$ cat config.mk
export PLATFORM = sky130hd
export DESIGN_NAME = bus_arbiter
export DESIGN_NICKNAME = d
export VERILOG_FILES = /design/src/rtl/bus_arbiter.sv
export SDC_FILE = /design/constraint.sdc
export NUM_CORES = 1
export LEC_CHECK = 0
export BUFFER_PORTS_ARGS = -buffer_cell sky130_fd_sc_hd__buf_2
export CAP_MARGIN = 20
export CORE_UTILIZATION = 47
export DETAILED_ROUTE_END_ITERATION = 8
export MAX_ROUTING_LAYER = met4
export PLACE_DENSITY = 0.74
export SYNTH_ARGS = -nofsm -noshare
export SYNTH_HDL_FRONTEND = slang
export SYNTH_SLANG_ARGS = --single-unit
$ cat constraint.sdc
create_clock -name clk -period 3.5 [get_ports clk]
set_clock_uncertainty 0.2 [all_clocks]
set_input_delay 0.35 -clock clk [delete_from_list [all_inputs] [get_ports clk]]
set_output_delay 0.35 -clock clk [all_outputs]
set_load 0.03 [all_outputs]
$ cat src/rtl/bus_arbiter.sv
// bus_arbiter: CPU/debug bus phase sequencer driving one-hot phase strobes and a bus sequence code.
// Optional `define BUS_ARB_WAIT_EN adds memory wait-stretching of COMMIT and a BUS_ERR timeout pulse.
module bus_arbiter #(
    parameter int MAX_WAIT = 15
) (
    input  logic       clk,
    input  logic       reset_n,
    input  logic       halt_req,
    input  logic       cpu_mem_rd,
    input  logic       cpu_mem_wr,
    input  logic       dbg_req,
    input  logic       dbg_wr,
    output logic       fetch,
    output logic       decode,
    output logic       execute,
    output logic       commit,
    output logic [2:0] bus_seqx,
    output logic       stopped,
    output logic       dbg_ack
`ifdef BUS_ARB_WAIT_EN
    ,
    input  logic       mem_wait,
    output logic       bus_err
`endif
);
    typedef enum logic [3:0] {RST, F, D, E, C, S, DF, DD, DE, DC} state_t;
    state_t st, nx;
    logic [2:0] arg, arg_nx;
    logic [7:0] cnt;
    logic wt, busy, hold;
`ifdef BUS_ARB_WAIT_EN
    assign wt = mem_wait;
`else
    assign wt = 1'b0;
`endif
    // a commit stretches only while it actually drives a bus cycle and the timeout is not yet reached
    assign busy = (st == C || st == DC) && bus_seqx != 3'd0;
    assign hold = busy && wt && cnt != 8'(MAX_WAIT);
    always_comb begin
        nx = st;
        case (st)
            RST:     nx = halt_req ? S : F;
            F:       nx = D;
            D:       nx = E;
            E:       nx = C;
            C:       nx = hold ? C : halt_req ? S : F;
            S:       nx = dbg_ack ? S : dbg_req ? DF : halt_req ? S : F;
            DF:      nx = DD;
            DD:      nx = DE;
            DE:      nx = DC;
            DC:      nx = hold ? DC : S;
            default: nx = RST;
        endcase
    end
    assign arg_nx = st == E ? (cpu_mem_wr ? 3'd3 : cpu_mem_rd ? 3'd2 : 3'd0)
                  : (st == S && nx == DF) ? (dbg_wr ? 3'd6 : 3'd5) : arg;
    always_ff @(posedge clk or negedge reset_n) begin
        if (!reset_n) begin
            st       <= RST;
            arg      <= 3'd0;
            cnt      <= 8'd0;
            fetch    <= 1'b0;
            decode   <= 1'b0;
            execute  <= 1'b0;
            commit   <= 1'b0;
            bus_seqx <= 3'd0;
            stopped  <= 1'b0;
            dbg_ack  <= 1'b0;
`ifdef BUS_ARB_WAIT_EN
            bus_err  <= 1'b0;
`endif
        end else begin
            st       <= nx;
            arg      <= arg_nx;
            cnt      <= hold ? cnt + 8'd1 : 8'd0;
            fetch    <= nx == F || nx == DF;
            decode   <= nx == D || nx == DD;
            execute  <= nx == E || nx == DE;
            commit   <= nx == C || nx == DC;
            bus_seqx <= (nx == C || nx == DC) ? arg_nx : nx == D ? 3'd1 : nx == DD ? 3'd4 : 3'd0;
            stopped  <= nx inside {S, DF, DD, DE, DC};
            dbg_ack  <= st == DC && nx == S;
`ifdef BUS_ARB_WAIT_EN
            bus_err  <= busy && cnt == 8'(MAX_WAIT);
`endif
        end
    end
endmodule

### Word level (Yosys, flattened, before mapping)

Index checks and enable logic that the tools add are counted.
Widths: inputs -> output; s select.

* bits in registers: 16
* output and inout bits: 9

* equal/unequal tests: 18
* multiplexer cells: 12
* reduce and logical (&&, ||, !) cells: 9

Operator list (count)
* $pmux 4 s9: 1
* $eq 4x3->1 const B: 8
* $mux 3: 8
* $eq 4x2->1 const B: 4
* $eq 4x4->1 const B: 4
* $eq 4x1->1 const B: 2
* $mux 2: 3
* $reduce_bool 5->1: 1
* $logic_not 4->1: 1
* $logic_or 1x1->1: 4
* $logic_and 1x1->1: 2
* $reduce_or 2->1: 1

### Longest topological paths before layout

* word-level depth: 9
* gate-level depth with buffers: 5
* gate-level depth less buffers: 3

### Least setup slack after synthesis

No wires, ideal clock.

* path type: reg2reg
* from: register dbg_ack
* to: register bus_seqx[1]
* arrival time: 1284 ps
* slack: 1930 ps
* cell stages (with the launch flop): 4
* period minus slack after synthesis: 1570 ps
* cell sequence: dfrtp_1 > or3b_1 > o21a_1 > a211oi_2

* word-level cells in the longest chain between the ends: 7
* elaborated cells between the ends (all ways): 12

RTL lines
* from (decl): RTL line 19 `output logic dbg_ack`
* from (signal assigned): RTL line 68 `dbg_ack <= 1'b0;`
* from (signal assigned): RTL line 82 `dbg_ack <= st == DC && nx == S;`
* $mux 3 *: RTL line 47 `S: nx = dbg_ack ? S : dbg_req ? DF : halt_req ? S : F;`
* $pmux 4 s9 *: RTL line 41 `case (st)`
* $eq 4x3->1: RTL line 56 `: (st == S && nx == DF) ? (dbg_wr ? 3'd6 : 3'd5) : arg;`
* $logic_and 1x1->1: RTL line 56
* $mux 3: RTL line 56
* $mux 3: RTL line 55 `assign arg_nx = st == E ? (cpu_mem_wr ? 3'd3 : cpu_mem_rd ? 3'd2 : 3'd0)`
* $mux 3 *: RTL line 80 `bus_seqx <= (nx == C || nx == DC) ? arg_nx : nx == D ? 3'd1 : nx == DD ? 3'd4 : 3'd0;`
* to (signal assigned): RTL line 80
* to (decl): RTL line 17 `output logic [2:0] bus_seqx,`

Mark *: on every way between the ends. The rest lies on a longest branch, timed or not.

### Final worst setup path

* from: register st[0]
* to: register arg[1]

* word-level cells in the longest chain between the ends: 7
* elaborated cells between the ends (all ways): 16

RTL lines
* from (decl): RTL line 27 `state_t st, nx;`
* from (signal assigned): RTL line 73 `st <= nx;`
* $eq 4x3->1 or $logic_not 4->1 (tied branches): RTL line 41
* $reduce_or 2->1 (no source line)
* $pmux 4 s9: RTL line 41
* $eq 4x3->1: RTL line 56
* $logic_and 1x1->1: RTL line 56
* $mux 3: RTL line 56
* $mux 3 *: RTL line 55
* named net arg_nx[1]: RTL line 28 `logic [2:0] arg, arg_nx;`
* to (signal assigned): RTL line 74 `arg <= arg_nx;`
* to (decl): RTL line 28

Mark *: on every way through the listed nets, which the timed path passes. The rest lies on a longest branch.

==> metrics.txt <==
largest net degree at the start of global routing=20; gr ovfl total=0; antenna viol nets, final=0; Hold Startpoint=cpu_mem_rd; synth top area cells=dfrtp_1 (49%), a21oi_1 (3.7%), nor2b_1 (3.1%); post-synth top area cell=dfrtp_1; crit-path cells=nand4b_1 > o31ai_1 > a21oi_1; Root Driver=clkbuf_4; pwr/cell area=945 nW/um^2; P_sw=0.375 mW; Die Y=43.5 um; Post-CTS Hold Buffers=1; top cell type's share of synthesized area=49.5%; YS warnings=0; Worst R2R Setup Slack=1720 ps; CTS tree=done; failing checks=design-rule violations; sum of net half-perimeters after detailed placement=980 um; worst setup path start=st[0]; nets@finish=102; post-route total power=0.866 mW; flops & latches, synth=16; CP peak stage delay=680 ps; Die X=43.5 um; Routed WL per cell=13.0 um; CP delay by family, top=flip-flops; Synthesized Nets=87; vias per cell=5.66; number of diodes=0; Sw Share=43.4%; FMAX=562 MHz; crit path kind=flop to flop; core area=1560 sq um; Worst Reg-to-Reg Cells=3; post-cts sizing count=0; Seq/Total Area, Yosys=49.5%; Clock Tree Buf Depth=2; hold path endpoint=arg[1]; Mapped Area=810 sq um; P_int=0.490 mW; worst path bufs/invs=0; fin. max-slew vios=0; period utilization=50.8%; clk slew on worst S/H paths=90 ps; Leakage=0.431 nW; Initial DRT Pass Iterations=6; capturing point of the worst reg2reg path=arg[1]; Core Rows=14; DP Area=870 sq um; Syn Inst Count=80; number of global-route vias before repair=499; Worst Setup End Kind=flop; Unique masters post-synth=33; Syn-to-layout area delta=13.1%; final std cells w/o fill=110; setup repair bufs after CTS=0; Hold/Removal Path Class=input pin to flop; Final Hold Fails=0; Avg Cell Area, Syn=10.1 sq um; final setup fails=0; Worst setup SP type=flop; Least-Margin Pin Slew=527 ps; commonest non-fill, non-tap cell in the layout=dfrtp_1; Hold WS=157 ps; Gate power share=42.3%; die area=1890 sq um; Initial Utilization=51.9%; CP arrival=1740 ps; Worst Path Required=3470 ps; dpl cells=105; max-cap viol count=0; first-pass GRT wire length=2290 um; drt total wl=1440 um; Reg2Reg Launch Point=st[0]; CTS sink cnt=16; initial antenna violation count=0; Skew-Pair Late Insertion Delay=300 ps; CTS Buf Count=3; Max VDD drop=0.000437 V; Reg power frac=43.2%; DR DRC count=5; WHS Path Cells=3; maximum fanout along the worst path=19; CTS H-tree lvls=1; crit path time final=1780 ps; post-route design area=916 sq um; layout cell share with drive strength beyond 1=22.3%; Setup TNS Final=0 ps; most frequent cells in the layout=dfrtp_1 (16), buf_2 (15), a21oi_1 (6); Total GRT Usage=17.6%; status=finished with violations; Slowest-stage cell, CP=dfrtp_1; Port Buffers=15; iteration-0 DRC count of the detailed router=25; I/O pin count=16; Via Count=623; routability cong.=0.825; Clk pwr share=14.5%; Slew HR=64.8%; Levels on crit path=3; RSZ-0062 raised after global routing=false
## how the worst max path moves through the flow
stage | to
after floorplan | bus_seqx[1]
final | arg[1]
after global placement | arg[0]
after global routing | arg[1]
after detailed placement | arg[1]
after CTS | arg[1]
## power groups by stage
stage / combinational, mW / sequential, mW / clock, mW
6_report: 0.366 / 0.374 / 0.126
5_1_grt: 0.400 / 0.389 / 0.137
4_1_cts: 0.368 / 0.370 / 0.131
3_5_place_dp: 0.366 / 0.375 / 0
3_3_place_gp: 0.360 / 0.373 / 0
2_1_floorplan: 0.303 / 0.368 / 0
## cell families (layout without fill, tap and decap cells)
family / after synthesis / after routing / synth area share, %
compound gates: 23 / 23 / 19.6
buf+inv: 10 / 24 / 6.18
mux: 1 / 1 / 1.24
simple gates: 29 / 29 / 22.4
xor+xnor: 1 / 1 / 1.08
flops: 16 / 16 / 49.5
## state kept, by name (all words and copies together), names as in the netlist
name      cells
st            4
arg           3
bus_seqx      3
commit        1
dbg_ack       1
decode        1
execute       1
fetch         1
stopped       1
## synth_stat cells
cell,number
or2_2,1
and2_1,1
a2111oi_0,1
a21boi_0,1
buf_2,4
nand4bb_1,1
or4_1,1
o21a_1,3
xnor2_1,1
a211oi_2,1
o21bai_1,1
inv_1,4
nand2b_1,3
nor2b_1,4
nand3_1,1
a21oi_1,6
nor2_1,5
mux2i_1,1
o21ai_0,2
nor3_1,3
o22ai_1,1
nor3b_1,3
dfrtp_1,16
or3b_1,2
a22oi_1,1
clkbuf_1,1
o221ai_1,1
a21o_1,3
buf_6,1
nand2_1,1
nand3b_1,2
o31ai_1,2
nand4b_1,1
## per-layer routing
metal  global-route usage [%]  vias up  share of wire, %
li1                         -      311                 -
met1                     24.9      289                49
met2                     22.1       21                43
met3                     5.42        2               5.9
met4                     9.38        0               2.0
met5                        -        -                 0
## worst register-to-register path, stage by stage, from the launching register on
cell      delay (ps)
dfrtp_1          680
nand4b_1         240
o31ai_1          400
a21oi_1          130
## metrics by stage
step | utilization, % | worst slack (ps)
global route | 58.7 | 1570
CTS | 58.7 | 1730
detailed placement | 55.8 | 1740
global placement | 55.8 | 1820
floorplan | - | 1930
finish | 58.7 | 1720
## area by class of cell
class / count / area (sq um)
Inverter: 4 / 15.0
Fill cell: 135 / 643
Clock buffer: 4 / 36.3
Sequential cell: 16 / 400
Multi-Input combinational cell: 54 / 359
Tap cell: 16 / 20.0
Timing Repair Buffer: 16 / 85.1
Note: power is estimated with default switching activity, not from simulation.
